`src/rtl/mem_arb_pkg.sv`:
```
// rtl/mem_arb_pkg.sv - shared state encoding and round-robin pointer helper for the memory arbiter
package mem_arb_pkg;

    typedef enum logic [2:0] {
        IDLE     = 3'd0,
        RD_WAIT  = 3'd1,
        WR_WAIT  = 3'd2,
        RD_RELAY = 3'd3,
        WR_RELAY = 3'd4
    } arb_state_t;

    // Modulo increment of a round-robin pointer: n-1 wraps to 0.
    function automatic int unsigned rr_next(input int unsigned ptr, input int unsigned n);
        return (ptr + 32'd1 >= n) ? 32'd0 : ptr + 32'd1;
    endfunction

endpackage

```
`src/rtl/rr_priority_pick.sv`:
```
// rtl/rr_priority_pick.sv - combinational rotating priority find (first request at or after start)
module rr_priority_pick #(
    parameter int N   = 4,
    parameter int IDW = (N > 1) ? $clog2(N) : 1
) (
    input  logic [N-1:0]   req,
    input  logic [IDW-1:0] start,
    output logic           found,
    output logic [IDW-1:0] idx
);

    logic [2*N-1:0] doubled;
    logic [2*N-1:0] shifted;

    // Rotating a doubled copy puts req[start] at bit 0, req[start+1] at bit 1, ...
    assign doubled = {req, req};
    assign shifted = doubled >> start;

    // Lowest set bit of the rotated view wins; map its offset back to a requester index.
    always_comb begin
        found = 1'b0;
        idx   = '0;
        for (int k = N - 1; k >= 0; k--) begin
            if (shifted[k]) begin
                found = 1'b1;
                idx   = IDW'((int'(start) + k) % N);
            end
        end
    end

endmodule

```
`src/rtl/mem_rr_arbiter.sv`:
```
// rtl/mem_rr_arbiter.sv - round-robin arbiter sharing one memory channel; optional MEM_ARB_TIMEOUT_EN watchdog
module mem_rr_arbiter
    import mem_arb_pkg::*;
#(
    parameter int ADDR_BITS     = 8,
    parameter int DATA_BITS     = 16,
    parameter int NUM_CONSUMERS = 4,
    parameter int WRITE_ENABLE  = 1
`ifdef MEM_ARB_TIMEOUT_EN
    ,
    parameter int TIMEOUT_CYCLES = 64
`endif
) (
    input  logic                             clk,
    input  logic                             reset,
    input  logic [NUM_CONSUMERS-1:0]         consumer_read_valid,
    input  logic [ADDR_BITS-1:0]             consumer_read_address [NUM_CONSUMERS],
    output logic [NUM_CONSUMERS-1:0]         consumer_read_ready,
    output logic [DATA_BITS-1:0]             consumer_read_data [NUM_CONSUMERS],
    input  logic [NUM_CONSUMERS-1:0]         consumer_write_valid,
    input  logic [ADDR_BITS-1:0]             consumer_write_address [NUM_CONSUMERS],
    input  logic [DATA_BITS-1:0]             consumer_write_data [NUM_CONSUMERS],
    output logic [NUM_CONSUMERS-1:0]         consumer_write_ready,
    output logic                             mem_read_valid,
    output logic [ADDR_BITS-1:0]             mem_read_address,
    input  logic                             mem_read_ready,
    input  logic [DATA_BITS-1:0]             mem_read_data,
    output logic                             mem_write_valid,
    output logic [ADDR_BITS-1:0]             mem_write_address,
    output logic [DATA_BITS-1:0]             mem_write_data,
    input  logic                             mem_write_ready,
    output logic                             busy,
    output logic [$clog2(NUM_CONSUMERS)-1:0] grant_id
`ifdef MEM_ARB_TIMEOUT_EN
    ,
    output logic                             err_timeout,
    output logic [$clog2(NUM_CONSUMERS)-1:0] err_id
`endif
);

    localparam int IDW = $clog2(NUM_CONSUMERS);

    arb_state_t             state_q, state_d;
    logic [IDW-1:0]         rr_ptr_q, rr_ptr_d;
    logic [IDW-1:0]         grant_q, grant_d;
    logic                   mrv_q, mrv_d;
    logic                   mwv_q, mwv_d;
    logic [ADDR_BITS-1:0]   mra_q, mra_d;
    logic [ADDR_BITS-1:0]   mwa_q, mwa_d;
    logic [DATA_BITS-1:0]   mwd_q, mwd_d;
    logic [NUM_CONSUMERS-1:0] crr_q, crr_d;
    logic [NUM_CONSUMERS-1:0] cwr_q, cwr_d;
    logic [DATA_BITS-1:0]   crd_q [NUM_CONSUMERS];
    logic [DATA_BITS-1:0]   crd_d [NUM_CONSUMERS];

    logic [NUM_CONSUMERS-1:0] wr_req;
    logic [NUM_CONSUMERS-1:0] any_req;
    logic                     pick_found;
    logic [IDW-1:0]           pick_idx;

`ifdef MEM_ARB_TIMEOUT_EN
    localparam int WD_BITS = (TIMEOUT_CYCLES > 2) ? $clog2(TIMEOUT_CYCLES) : 1;
    localparam logic [WD_BITS-1:0] WD_LAST = WD_BITS'(TIMEOUT_CYCLES - 1);

    logic [WD_BITS-1:0] wd_q, wd_d;
    logic               et_q, et_d;
    logic [IDW-1:0]     eid_q, eid_d;
`endif

    // With writes disabled, write requests are invisible to arbitration.
    assign wr_req  = (WRITE_ENABLE != 0) ? consumer_write_valid : '0;
    assign any_req = consumer_read_valid | wr_req;

    rr_priority_pick #(
        .N   (NUM_CONSUMERS),
        .IDW (IDW)
    ) u_pick (
        .req   (any_req),
        .start (rr_ptr_q),
        .found (pick_found),
        .idx   (pick_idx)
    );

    // Next-state and next-output logic for the grant / wait / relay sequence.
    always_comb begin
        state_d  = state_q;
        rr_ptr_d = rr_ptr_q;
        grant_d  = grant_q;
        mrv_d    = mrv_q;
        mwv_d    = mwv_q;
        mra_d    = mra_q;
        mwa_d    = mwa_q;
        mwd_d    = mwd_q;
        crr_d    = crr_q;
        cwr_d    = cwr_q;
        crd_d    = crd_q;
`ifdef MEM_ARB_TIMEOUT_EN
        wd_d     = wd_q;
        et_d     = et_q;
        eid_d    = eid_q;
`endif
        case (state_q)
            IDLE: begin
                if (pick_found) begin
                    grant_d  = pick_idx;
                    rr_ptr_d = IDW'(rr_next(32'(pick_idx), 32'(NUM_CONSUMERS)));
`ifdef MEM_ARB_TIMEOUT_EN
                    wd_d     = '0;
`endif
                    // A winner holding both request types is served read first.
                    if (consumer_read_valid[pick_idx]) begin
                        mrv_d   = 1'b1;
                        mra_d   = consumer_read_address[pick_idx];
                        state_d = RD_WAIT;
                    end else begin
                        mwv_d   = 1'b1;
                        mwa_d   = consumer_write_address[pick_idx];
                        mwd_d   = consumer_write_data[pick_idx];
                        state_d = WR_WAIT;
                    end
                end
            end
            RD_WAIT: begin
                if (mem_read_ready) begin
                    mrv_d          = 1'b0;
                    crr_d[grant_q] = 1'b1;
                    crd_d[grant_q] = mem_read_data;
                    state_d        = RD_RELAY;
                end
`ifdef MEM_ARB_TIMEOUT_EN
                else if (wd_q == WD_LAST) begin
                    mrv_d          = 1'b0;
                    crr_d[grant_q] = 1'b1;
                    crd_d[grant_q] = '0;
                    et_d           = 1'b1;
                    eid_d          = grant_q;
                    state_d        = RD_RELAY;
                end else begin
                    wd_d = wd_q + 1'b1;
                end
`endif
            end
            WR_WAIT: begin
                if (mem_write_ready) begin
                    mwv_d          = 1'b0;
                    cwr_d[grant_q] = 1'b1;
                    state_d        = WR_RELAY;
                end
`ifdef MEM_ARB_TIMEOUT_EN
                else if (wd_q == WD_LAST) begin
                    mwv_d          = 1'b0;
                    cwr_d[grant_q] = 1'b1;
                    et_d           = 1'b1;
                    eid_d          = grant_q;
                    state_d        = WR_RELAY;
                end else begin
                    wd_d = wd_q + 1'b1;
                end
`endif
            end
            RD_RELAY: begin
                if (!consumer_read_valid[grant_q]) begin
                    crr_d[grant_q] = 1'b0;
                    state_d        = IDLE;
                end
            end
            WR_RELAY: begin
                if (!consumer_write_valid[grant_q]) begin
                    cwr_d[grant_q] = 1'b0;
                    state_d        = IDLE;
                end
            end
            default: state_d = IDLE;
        endcase
    end

    // State and output registers; reset drops any in-flight transaction without a ready pulse.
    always_ff @(posedge clk) begin
        if (reset) begin
            state_q  <= IDLE;
            rr_ptr_q <= '0;
            grant_q  <= '0;
            mrv_q    <= 1'b0;
            mwv_q    <= 1'b0;
            mra_q    <= '0;
            mwa_q    <= '0;
            mwd_q    <= '0;
            crr_q    <= '0;
            cwr_q    <= '0;
            for (int i = 0; i < NUM_CONSUMERS; i++) begin
                crd_q[i] <= '0;
            end
`ifdef MEM_ARB_TIMEOUT_EN
            wd_q     <= '0;
            et_q     <= 1'b0;
            eid_q    <= '0;
`endif
        end else begin
            state_q  <= state_d;
            rr_ptr_q <= rr_ptr_d;
            grant_q  <= grant_d;
            mrv_q    <= mrv_d;
            mwv_q    <= mwv_d;
            mra_q    <= mra_d;
            mwa_q    <= mwa_d;
            mwd_q    <= mwd_d;
            crr_q    <= crr_d;
            cwr_q    <= cwr_d;
            for (int i = 0; i < NUM_CONSUMERS; i++) begin
                crd_q[i] <= crd_d[i];
            end
`ifdef MEM_ARB_TIMEOUT_EN
            wd_q     <= wd_d;
            et_q     <= et_d;
            eid_q    <= eid_d;
`endif
        end
    end

    assign consumer_read_ready  = crr_q;
    assign consumer_read_data   = crd_q;
    assign consumer_write_ready = cwr_q;
    assign mem_read_valid       = mrv_q;
    assign mem_read_address     = mra_q;
    assign mem_write_valid      = mwv_q;
    assign mem_write_address    = mwa_q;
    assign mem_write_data       = mwd_q;
    assign busy                 = (state_q != IDLE);
    assign grant_id             = grant_q;
`ifdef MEM_ARB_TIMEOUT_EN
    assign err_timeout          = et_q;
    assign err_id               = eid_q;
`endif

endmodule

```
`config.mk`:
```
export PLATFORM = sky130hd
export DESIGN_NAME = mem_rr_arbiter
export DESIGN_NICKNAME = d
export VERILOG_FILES = /design/src/rtl/mem_arb_pkg.sv /design/src/rtl/rr_priority_pick.sv /design/src/rtl/mem_rr_arbiter.sv
export SDC_FILE = /design/constraint.sdc
export NUM_CORES = 1
export LEC_CHECK = 0
export CAP_MARGIN = 20
export CORE_MARGIN = 1
export CORE_UTILIZATION = 38
export CTS_CLUSTER_DIAMETER = 200
export DETAILED_ROUTE_END_ITERATION = 7
export PLACE_DENSITY_LB_ADDON = 0.25
export SYNTH_ARGS = -nofsm -noshare
export SYNTH_HDL_FRONTEND = slang
export SYNTH_SLANG_ARGS = --single-unit
```
`constraint.sdc`:
```
create_clock -name clk -period 4.66 [get_ports clk]
set_clock_uncertainty 0.15 [all_clocks]
set_input_delay 0.932 -clock clk [delete_from_list [all_inputs] [get_ports clk]]
set_output_delay 0.932 -clock clk [all_outputs]
set_load 0.05 [all_outputs]
```
Word-level counts from Yosys, hierarchy flattened
Index checks and enable logic that the tools add are counted.
{"block": "classes", "addsub": 4, "magnitude_cmp": 7, "n_eq_ne": 11, "n_shift": 1, "muxes": 50, "n_bitwise": 9, "reduce_logical": 17}
{"op": "64-bit bitwise mux", "n": 1}
{"op": "16-bit two-way mux", "n": 3}
{"op": "16-bit binary-select mux with 2-bit select", "n": 1}
{"op": "8-bit binary-select mux with 2-bit select", "n": 2}
{"op": "16-bit demux with 2-bit select", "n": 1}
{"op": "8-bit two-way mux", "n": 4}
{"op": "4-bit two-way mux", "n": 4}
{"op": "4-bit case mux with 2 select lines", "n": 2}
{"op": "3-bit two-way mux", "n": 5}
{"op": "3-bit case mux with 5 select lines", "n": 1}
{"op": "1-bit two-way mux", "n": 14}
{"op": "2-bit != test, second input constant", "n": 7}
{"op": "2-bit two-way mux", "n": 6}
{"op": "4-bit bitwise OR", "n": 3}
{"op": "3-bit AND reduction", "n": 4}
{"op": "3-bit greater-or-equal comparator, second input constant", "n": 3}
{"op": "4-bit AND", "n": 2}
{"op": "4-bit AND reduction", "n": 2}
{"op": "2-bit nonzero test", "n": 4}
{"op": "8-bit by 2-bit right shift with 4-bit output", "n": 1}
{"op": "1-bit binary-select mux with 2-bit select", "n": 3}
{"op": "3-bit by 2-bit == test with 1-bit output, second input constant", "n": 2}
{"op": "2-bit by 3-bit less-than comparator with 1-bit output, second input constant", "n": 2}
{"op": "2-bit inverter with 3-bit output", "n": 2}
{"op": "other kinds (16)", "n": 20}
{"block": "word_totals", "ff_bits": 113, "inputBits": 156, "output_inout_bits": 109, "wordCells": 113}

Logic depth before layout (Yosys ltp)
Gate-level depths: netlist (run 1).
{"block": "logic_depth", "depth_word": 11, "mapped_depth": 10, "mapped_depth_nobuf": 8}

Modules after synthesis
Synthesis (run 1) repeated with hierarchy kept, for this count alone.
{"block": "hier_totals", "cells_unflattened": 547, "hier_area_um2": 5281.3}
{"mod": "mem_rr_arbiter", "instances": 1, "cells_each": 532, "area_each_um2": 5203.7, "seq_area_each_um2": 2262.2}
{"mod": "rr_priority_pick", "instances": 1, "cells_each": 15, "area_each_um2": 77.6, "seq_area_each_um2": 0.0}

Worst setup path before layout (run 1)
OpenSTA, ideal clock, no wires.
{"block": "synth_timing", "path_kind": "input to register", "startpoint": "input consumer_write_valid[0]", "endpoint": "register mwd_q[7] (netlist: mem_write_data[7])", "setup_ps": 121, "t_arrival_ps": 2428, "t_required_ps": 4389, "path_slack_ps": 1961, "stages": 8, "path_buffers": 2, "path_cell_list": "o21a_1 o311ai_2 nand2_1 o32a_1 buf_2 buf_2 o21ai_0 o21ai_1"}
{"block": "synth_between", "elab_chain_cells": 10, "elab_cells_between_ends": 18, "cone_classes": "shift: 1; mux: 13; bitwise: 3; reduce/logical: 1"}
{"item": "start: declaration", "line": "mem_rr_arbiter.sv:20", "text": "input logic [NUM_CONSUMERS-1:0] consumer_write_valid,"}
{"item": "4-bit bitwise OR (*)", "line": "mem_rr_arbiter.sv:72", "text": "assign any_req = consumer_read_valid | wr_req;"}
{"item": "8-bit by 2-bit right shift with 4-bit output (*)", "line": "rr_priority_pick.sv:17", "text": "assign shifted = doubled >> start;"}
{"item": "2-bit two-way mux (4 in a row)", "line": "rr_priority_pick.sv:24", "text": "if (shifted[k]) begin"}
{"item": "1-bit binary-select mux with 2-bit select or 2-bit inverter with 3-bit output (tied branches)", "line": "mem_rr_arbiter.sv:111, mem_rr_arbiter.sv:118"}
{"item": "1-bit two-way mux (not written as such) or 16-bit binary-select mux with 2-bit select (tied branches)", "line": "mem_rr_arbiter.sv:111, mem_rr_arbiter.sv:118"}
{"item": "1-bit inverter (no source line) or 16-bit two-way mux (tied branches)"}
{"item": "3-bit AND reduction (no source line) or 16-bit two-way mux (tied branches)"}
{"item": "end signal: assignment", "line": "mem_rr_arbiter.sv:206", "text": "mwd_q <= mwd_d;"}
{"item": "end: declaration", "line": "mem_rr_arbiter.sv:50", "text": "logic [DATA_BITS-1:0] mwd_q, mwd_d;"}
Mark *: on every way between the ends. The rest lies on a longest branch, timed or not. The select of a mux whose other input is x is not followed.
A chain may end at the register's enable or synchronous reset.

Final worst setup path (run 1)
{"block": "layout_timing", "startpoint": "input consumer_read_valid[2]", "endpoint": "register rr_ptr_q[1]"}
{"block": "layout_between", "elab_chain_cells": 9, "elab_cells_between_ends": 14, "cone_classes": "add/sub: 1; order compare: 1; shift: 1; mux: 9; bitwise: 1; reduce/logical: 1"}
{"item": "start: declaration", "line": "mem_rr_arbiter.sv:16", "text": "input logic [NUM_CONSUMERS-1:0] consumer_read_valid,"}
{"item": "4-bit bitwise OR (*)", "line": "mem_rr_arbiter.sv:72"}
{"item": "8-bit by 2-bit right shift with 4-bit output (*)", "line": "rr_priority_pick.sv:17"}
{"item": "2-bit two-way mux (4 in a row)", "line": "rr_priority_pick.sv:24"}
{"item": "2-bit by 1-bit adder with 3-bit output", "line": "mem_arb_pkg.sv:14", "text": "return (ptr + 32'd1 >= n) ? 32'd0 : ptr + 32'd1;"}
{"item": "3-bit greater-or-equal comparator", "line": "mem_arb_pkg.sv:14"}
{"item": "2-bit two-way mux", "line": "mem_arb_pkg.sv:14"}
{"item": "end signal: assignment", "line": "mem_rr_arbiter.sv:200", "text": "rr_ptr_q <= rr_ptr_d;"}
{"item": "end: declaration", "line": "mem_rr_arbiter.sv:44", "text": "logic [IDW-1:0] rr_ptr_q, rr_ptr_d;"}
Mark *: on every way between the ends. The rest lies on a longest branch, timed or not.

==> metrics.txt, run 1 <==
final wirelength=17700 µm; Seq/Total Area, Yosys=41.9%; Syn Nets=841; Initial Utilization=38.9%; Setup-failing EPs final=0; commonest non-fill, non-tap cells in the layout=clkdlybuf4s50_1, nand2_1, dfxtp_1; nature of the critical path startpoint=input port; Fin. Hold Viols=0; vias in the first global route=5380; Max-slew headroom=32.1%; drt pass-1 iters=5; worst setup margin=0.742 ns; Setup WS pre-CTS=0.262 ns; GRT Total Usage=24.3%; Slew Viols, Final=0; Crit. End Element=flop; I/O Pins=265; nets=1078; fin crit period=3.92 ns; Vias=5757; CTS tree=built; Critical Path RT=4.78 ns; Placed Area=8090 µm²; area grow syn2layout=61.8%; EDFF count, synth=0; Clock Tree Root=clkbuf_16; Max Fclk=255 MHz; Leak=3.28 nW; maxcap violations=0; status=finished, final reports clean; crit-path max FO=34; RSZ-0062 raised after global routing=false; H-tree Lvls=4; most common cell after layout, fill and taps aside=clkdlybuf4s50_1; drt wl/cell=16.0 µm; initial antenna violation count=0; setup_tns=0 ns; Max IR drop VDD=0.000318 V; Avg Cell Area, Syn=7.89 µm²; Ys Warns=0; CTS buffer count=17; Clk pin slew, worst setup/hold paths=0.05 ns; Layout Utilization=62.9%; Filler Cell Count=1267; Core ar.=13900 µm²; # DRC=0; PostCTS Resize Cnt=0; # diodes=0; die height=121 µm; Port-buffer cells=264; Vias per Instance=5.18; Crit Path Class=in -> reg; hold bufs inserted after CTS=0; row count=43; Tcrit/Tclk final=84.1%; post-synthesis async set-or-reset flop share=0%; final non-filler cell total=1112; dpl cells=1079; CTS sink cnt=113; placer's final routability congestion estimate=0.807; layout cells sized above 1=5.58%; insertion delay of the later-clocked pin in the worst-skew pair=0.41 ns; Primary FF master, synth=dfxtp_1; CP arrival=4.04 ns; grt total ovfl=0; final hold slack=0.301 ns; post-DP HPWL=12700 µm; post-CTS setup buffers=0; Die Width=121 µm; post-synthesis cell type count=48; Die Footprint=14700 µm²; pin count of the biggest net entering global routing=68; Routed Antenna Nets=0; design area=8730 µm²; Least-Margin Pin Slew=1.01 ns; FF+latch count, synth=113; wire length of the first global-routing pass=27500 µm; Mapped Area=5400 µm²; P per Cell Area=583 nW/µm²; First DRT Iteration DRCs=374; Synth Instances=684; Max clock buf depth=2; Tot Pwr=5.09 mW; Hold Path Class=reg -> reg
power breakdown:
group          internal [mW]  switching (mW)  leakage (nW)
clock                  0.914           0.441         0.302
combinational          0.895            1.55          2.06
sequential              1.16           0.135         0.918
path summary, 6_finish.rpt:
path                          start                endpoint  slack (ns)  depth (start not counted)
min reg2reg  consumer_read_data[33]  consumer_read_data[33]        0.30                          2
min          consumer_read_data[33]  consumer_read_data[33]        0.30                          2
max reg2reg             rr_ptr_q[1]             rr_ptr_q[1]        1.44                          7
max          consumer_read_valid[2]             rr_ptr_q[1]        0.74                          8
cell usage after synthesis, types with 2 or more instances:
library cell,count,area (µm²)
nand2_1,167,627
dfxtp_1,113,2260
a21oi_1,108,541
clkbuf_1,41,154
mux2i_1,41,410
o21ai_1,33,165
a221o_1,32,320
nor2b_1,26,163
nor2_1,25,93.8
o21ai_0,18,90.1
buf_2,11,55.1
nand2b_1,11,68.8
nor3_1,6,30.0
a211oi_1,5,37.5
inv_1,5,18.8
a211o_1,2,17.5
and3_1,2,12.5
buf_6,2,22.5
mux4_2,2,45.0
nand3_1,2,10.0
o21bai_1,2,15.0
o22ai_1,2,12.5
o31ai_1,2,15.0
or2_2,2,12.5
cell families (layout without fill, tap and decap cells):
family | count (synthesis) | after routing | synth area share (%)
buffers and inverters | 62 | 310 | 4.91
adders and majority gates | 1 | 1 | 0.232
and+or+nand+nor | 247 | 247 | 19.6
muxes | 43 | 43 | 8.44
DFF | 113 | 113 | 41.9
AOI/OAI and AO/OA | 218 | 218 | 24.9
per-layer routing:
metal  GRT usage (%)  up-vias  part of all wire (%)
met3            5.87       37                   6.1
met2            41.8      219                    49
li1                -     2861                     -
met1            28.1     2640                    42
met5               0        -                     0
met4            11.5        0                   2.8
critical path, cell delays in order:
cell and delay (ns):
clkdlybuf4s50_1 0.57, nor2_1 0.10, a211o_1 0.38, nand2_4 0.33, clkinv_1 0.90, ha_1 0.64
mux2i_1 0.13, nor2_1 0.06
sequential cells by signal (all words and copies together), names as in the netlist, named ones only:
register,count
consumer_read_data,64
mem_read_valid,1
mem_read_address,8
grant_id,2
mem_write_address,8
state_q,3
rr_ptr_q,2
mem_write_valid,1
mem_write_data,16
area by class of cell:
type,count,area (µm²),share of cell area (%)
clock buffers,20,457,5.23
inverters,6,22.5,0.258
flip-flops and latches,113,2260,25.9
multi-input cells,509,2890,33.0
well taps,180,225,2.58
clock inverters,10,160,1.83
repair buffers,274,2720,31.2
Power figures use the tool's default switching activity.
==> run 2: changes to the inputs <==
--- a/config.mk
+++ b/config.mk
@@ -7,7 +7,7 @@
 export LEC_CHECK = 0
 export CAP_MARGIN = 20
 export CORE_MARGIN = 1
-export CORE_UTILIZATION = 38
+export CORE_UTILIZATION = 37
 export CTS_CLUSTER_DIAMETER = 200
 export DETAILED_ROUTE_END_ITERATION = 7
 export PLACE_DENSITY_LB_ADDON = 0.25
==> constraint.sdc (replaced) <==
create_clock -name clk -period 3.5 [get_ports clk]
set_clock_uncertainty 0.15 [all_clocks]
set_input_delay 0.7 -clock clk [delete_from_list [all_inputs] [get_ports clk]]
set_output_delay 0.7 -clock clk [all_outputs]
set_load 0.05 [all_outputs]
==> metrics.txt, run 2 (synthesis results as in run 1) <==
Routed Antenna Nets=0; nature of the critical path startpoint=flop; cell internal pwr=3.93 mW; Clk pin slew, worst setup/hold paths=0.05 ns; CTS sink cnt=113; Tcrit/Tclk final=86.8%; post-CTS setup buffers=0; Tot Pwr=6.80 mW; area grow syn2layout=62.7%; Setup-failing EPs final=0; most common cell after layout, fill and taps aside=clkdlybuf4s50_1; # DRC=0; Fin. Hold Viols=0; Max clock buf depth=2; hold bufs inserted after CTS=0; drt wl/cell=15.8 µm; Die Footprint=15100 µm²; CTS buffer count=17; die height=123 µm; Initial Utilization=38.4%; Hold Path Class=reg -> reg; clock group share of total power=26.3%; max FFs per register=64; Vias=5742; Slew Viols, Final=0; I/O Pins=265; PostCTS Resize Cnt=0; insertion delay of the later-clocked pin in the worst-skew pair=0.41 ns; Leak=3.30 nW; First DRT Iteration DRCs=312; nets=1081; commonest non-fill, non-tap cells in the layout=clkdlybuf4s50_1, nand2_1, dfxtp_1; Cell Chain, Critical Path=nor2_1 -> inv_1 -> nor2_1 -> inv_1 -> clkdlybuf4s50_1; Die Width=123 µm; CP arrival=2.19 ns; layout cells sized above 1=6.08%; Combinational Power Share=48.5%; delay-heaviest family, CP=buffers and inverters; final non-filler cell total=1117; CTS tree=built; Port-buffer cells=264; row count=43; final wirelength=17600 µm; drt pass-1 iters=5; status=finished, final reports clean; maxcap violations=0; # diodes=0; setup_tns=0 ns; switching part of the total=42.3%; Crit. End Element=primary output; Max Fclk=329 MHz; grt total ovfl=0; Crit Path Class=reg -> out; vias in the first global route=5321; H-tree Lvls=4; CP max stage cell=clkdlybuf4s50_1; post-DP HPWL=12600 µm; part of the power in registers=25.2%; pin count of the biggest net entering global routing=82; Buffers & Inverters on Critical Path=3; Sw Pwr=2.88 mW; Critical Path RT=2.65 ns; wire length of the first global-routing pass=27400 µm; P per Cell Area=775 nW/µm²; Vias per Instance=5.14; Max-slew headroom=44.4%; Clock Tree Root=clkbuf_16; crit-path max FO=11; dpl cells=1085; placer's final routability congestion estimate=0.789; fin crit period=3.04 ns; RSZ-0062 raised after global routing=false; Filler Cell Count=1216; Least-Margin Pin Slew=0.834 ns; Core ar.=14000 µm²; GRT Total Usage=23.7%; Max IR drop VDD=0.000376 V; initial antenna violation count=0; multi-input logic area=2880 µm²; register area=2260 µm²; CP max stage delay=0.72 ns
## run 2: path summary, 6_finish.rpt
| path | cells past startpoint | startpoint | end | slack (ns) |
|---|---|---|---|---|
| min | 2 | consumer_read_data[55] | consumer_read_data[55] | 0.30 |
| min reg2reg | 2 | consumer_read_data[55] | consumer_read_data[55] | 0.30 |
| max reg2reg | 7 | grant_id[0] | state_q[0] | 1.05 |
| max | 5 | state_q[1] | busy | 0.46 |
## run 2: layout make-up
class | count | share of cell area, %
clock buffers | 19 | 5.04
well taps | 180 | 2.56
inverters | 6 | 0.256
clock inverters | 13 | 2.01
flip-flops and latches | 113 | 25.8
multi-input cells | 509 | 32.8
repair buffers | 277 | 31.6
## run 2: worst reg2reg max path: cells and delay by family (launching register included)
| kind | cells | cell delay [ns] |
|---|---|---|
| buffers and inverters | 1 | 0.15 |
| muxes | 1 | 0.58 |
| DFF | 1 | 0.62 |
| AOI/OAI and AO/OA | 5 | 0.86 |
## run 2: through the flow
stage | setup slack [ns] | util [%] | hold WS [ns] | cell area, µm²
2_1_floorplan | 1.03 | - | 0.343 | 5400
3_3_place_gp | 0.359 | 58.1 | 0.291 | 8170
3_5_place_dp | 0.287 | 58.1 | 0.296 | 8170
4_1_cts | 0.441 | 62.6 | 0.303 | 8780
5_1_grt | 0.295 | 62.6 | 0.316 | 8780
6_report | 0.463 | 62.6 | 0.300 | 8780
## run 2: layer usage
layer | global-route usage [%] | vias to the layer above | routed length, µm | share of wire [%]
li1 | - | 2873 | - | -
met1 | 27.6 | 2616 | 7160 | 41
met2 | 40.4 | 221 | 8870 | 50
met3 | 6.41 | 32 | 1130 | 6.4
met4 | 10.4 | 0 | 443 | 2.5
met5 | 0 | - | 0 | 0
## run 2: power groups by stage
stage / sequential (mW) / clock [mW] / combinational, mW
after global routing: 1.76 / 1.88 / 3.53
after CTS: 1.72 / 1.81 / 3.31
after detailed placement: 1.74 / 0 / 3.30
after floorplan: 2.45 / 0 / 1.55
final: 1.72 / 1.79 / 3.30
after global placement: 1.73 / 0 / 3.30
==> run 3: changes to the inputs <==
--- a/config.mk
+++ b/config.mk
@@ -7,7 +7,8 @@
 export LEC_CHECK = 0
 export CAP_MARGIN = 20
 export CORE_MARGIN = 1
-export CORE_UTILIZATION = 37
+export CORE_UTILIZATION = 38
+export CTS_BUF_LIST = sky130_fd_sc_hd__clkbuf_4 sky130_fd_sc_hd__clkbuf_8
 export CTS_CLUSTER_DIAMETER = 200
 export DETAILED_ROUTE_END_ITERATION = 7
 export PLACE_DENSITY_LB_ADDON = 0.25
==> metrics.txt, run 3 (synthesis results as in run 1) <==
crit-path max FO=11; row count=43; wire length of the first global-routing pass=27200 µm; Routed Antenna Nets=0; drt wl/cell=15.6 µm; Max IR drop VDD=0.000400 V; H-tree Lvls=4; hold bufs inserted after CTS=0; RR Endpoint=mem_write_valid; Crit Path Class=reg -> out; status=finished, final reports clean; fin crit period=2.99 ns; Leak=3.22 nW; Port-buffer cells=264; # diodes=0; Hold Path Depth=2; vias in the first global route=5423; setup_tns=0 ns; Tcrit/Tclk final=85.4%; I/O Pins=265; reg-to-reg slack, setup=1.06 ns; RSZ-0062 raised after global routing=false; Crit Reg-Reg Startpoint=grant_id[0]; pin count of the biggest net entering global routing=75; min-delay src=consumer_read_data[56]; P per Cell Area=734 nW/µm²; nets=1082; # DRC=0; Die Width=121 µm; Initial Utilization=38.9%; Fin. Hold Viols=0; post-DP HPWL=12700 µm; insertion delay of the later-clocked pin in the worst-skew pair=0.43 ns; grt total ovfl=0; area grow syn2layout=59.3%; Clk pin slew, worst setup/hold paths=0.08 ns; die height=121 µm; Core ar.=13900 µm²; Crit. End Element=primary output; most common cell after layout, fill and taps aside=clkdlybuf4s50_1; First DRT Iteration DRCs=353; layout cells sized above 1=6.29%; Tot Pwr=6.31 mW; Vias=5746; CTS buffer count=17; hold endpoint=consumer_read_data[56]; drt pass-1 iters=5; Hold Path Class=reg -> reg; PostCTS Resize Cnt=0; CP arrival=2.14 ns; Least-Margin Pin Slew=0.817 ns; commonest non-fill, non-tap cells in the layout=clkdlybuf4s50_1, nand2_1, dfxtp_1; Setup-failing EPs final=0; Die Footprint=14700 µm²; Vias per Instance=5.14; Max-slew headroom=45.6%; Max clock buf depth=2; max FFs per register=64; GRT Total Usage=23.8%; post-CTS setup buffers=0; final wirelength=17400 µm; Slew Viols, Final=0; nature of the critical path startpoint=flop; R2R cell count=7; maxcap violations=0; Layout Utilization=62.0%; Clock Tree Root=clkbuf_8; initial antenna violation count=0; CTS sink cnt=113; CTS tree=built; Critical Path RT=2.65 ns; final hold slack=0.305 ns; placer's final routability congestion estimate=0.805; Max Fclk=334 MHz
-- run 3: final cells by class --
cell class	instances	area, µm²
fillers	1260	5280
multi-input cells	509	2890
repair buffers	278	2800
flip-flops and latches	113	2260
clock buffers	17	234
well taps	180	225
clock inverters	15	175
inverters	6	22.5
-- run 3: worst max path at each step --
stage | startpoint | end | slack (ns) | cells past startpoint
floorplan | consumer_write_valid[0] | mem_write_data[7] | 1.03 | 8
global placement | consumer_write_valid[0] | mem_write_data[0] | 0.37 | 9
detailed placement | consumer_write_valid[0] | mem_write_address[6] | 0.28 | 9
CTS | state_q[1] | busy | 0.48 | 5
global route | state_q[1] | busy | 0.36 | 5
finish | state_q[1] | busy | 0.51 | 5
-- run 3: metrics by stage --
| step | setup WS [ns] | cells | cell area [µm²] |
|---|---|---|---|
| final | 0.510 | 1118 | 8600 |
| after global routing | 0.360 | 1118 | 8600 |
| after CTS | 0.482 | 1118 | 8600 |
| after detailed placement | 0.277 | 1086 | 8190 |
| after global placement | 0.368 | 1086 | 8190 |
| after floorplan | 1.03 | 684 | 5400 |
-- run 3: metal layers --
layer | up-vias | track usage (%) | part of all wire [%]
met3 | 23 | 5.17 | 5.7
met5 | - | 0 | 0
met2 | 211 | 41.9 | 51
met1 | 2645 | 28.1 | 42
met4 | 0 | 9.26 | 2.1
li1 | 2867 | - | -
-- run 3: worst max-delay path: stages (launching register included) --
cell             delay [ns]
dfxtp_1                0.50
nor2_1                 0.11
inv_1                  0.10
nor2_1                 0.08
inv_1                  0.09
clkdlybuf4s50_1        0.81
-- run 3: report_power, final --
group	internal, mW	switching [mW]
clock	0.655	0.615
sequential	1.54	0.177
combinational	1.26	2.06
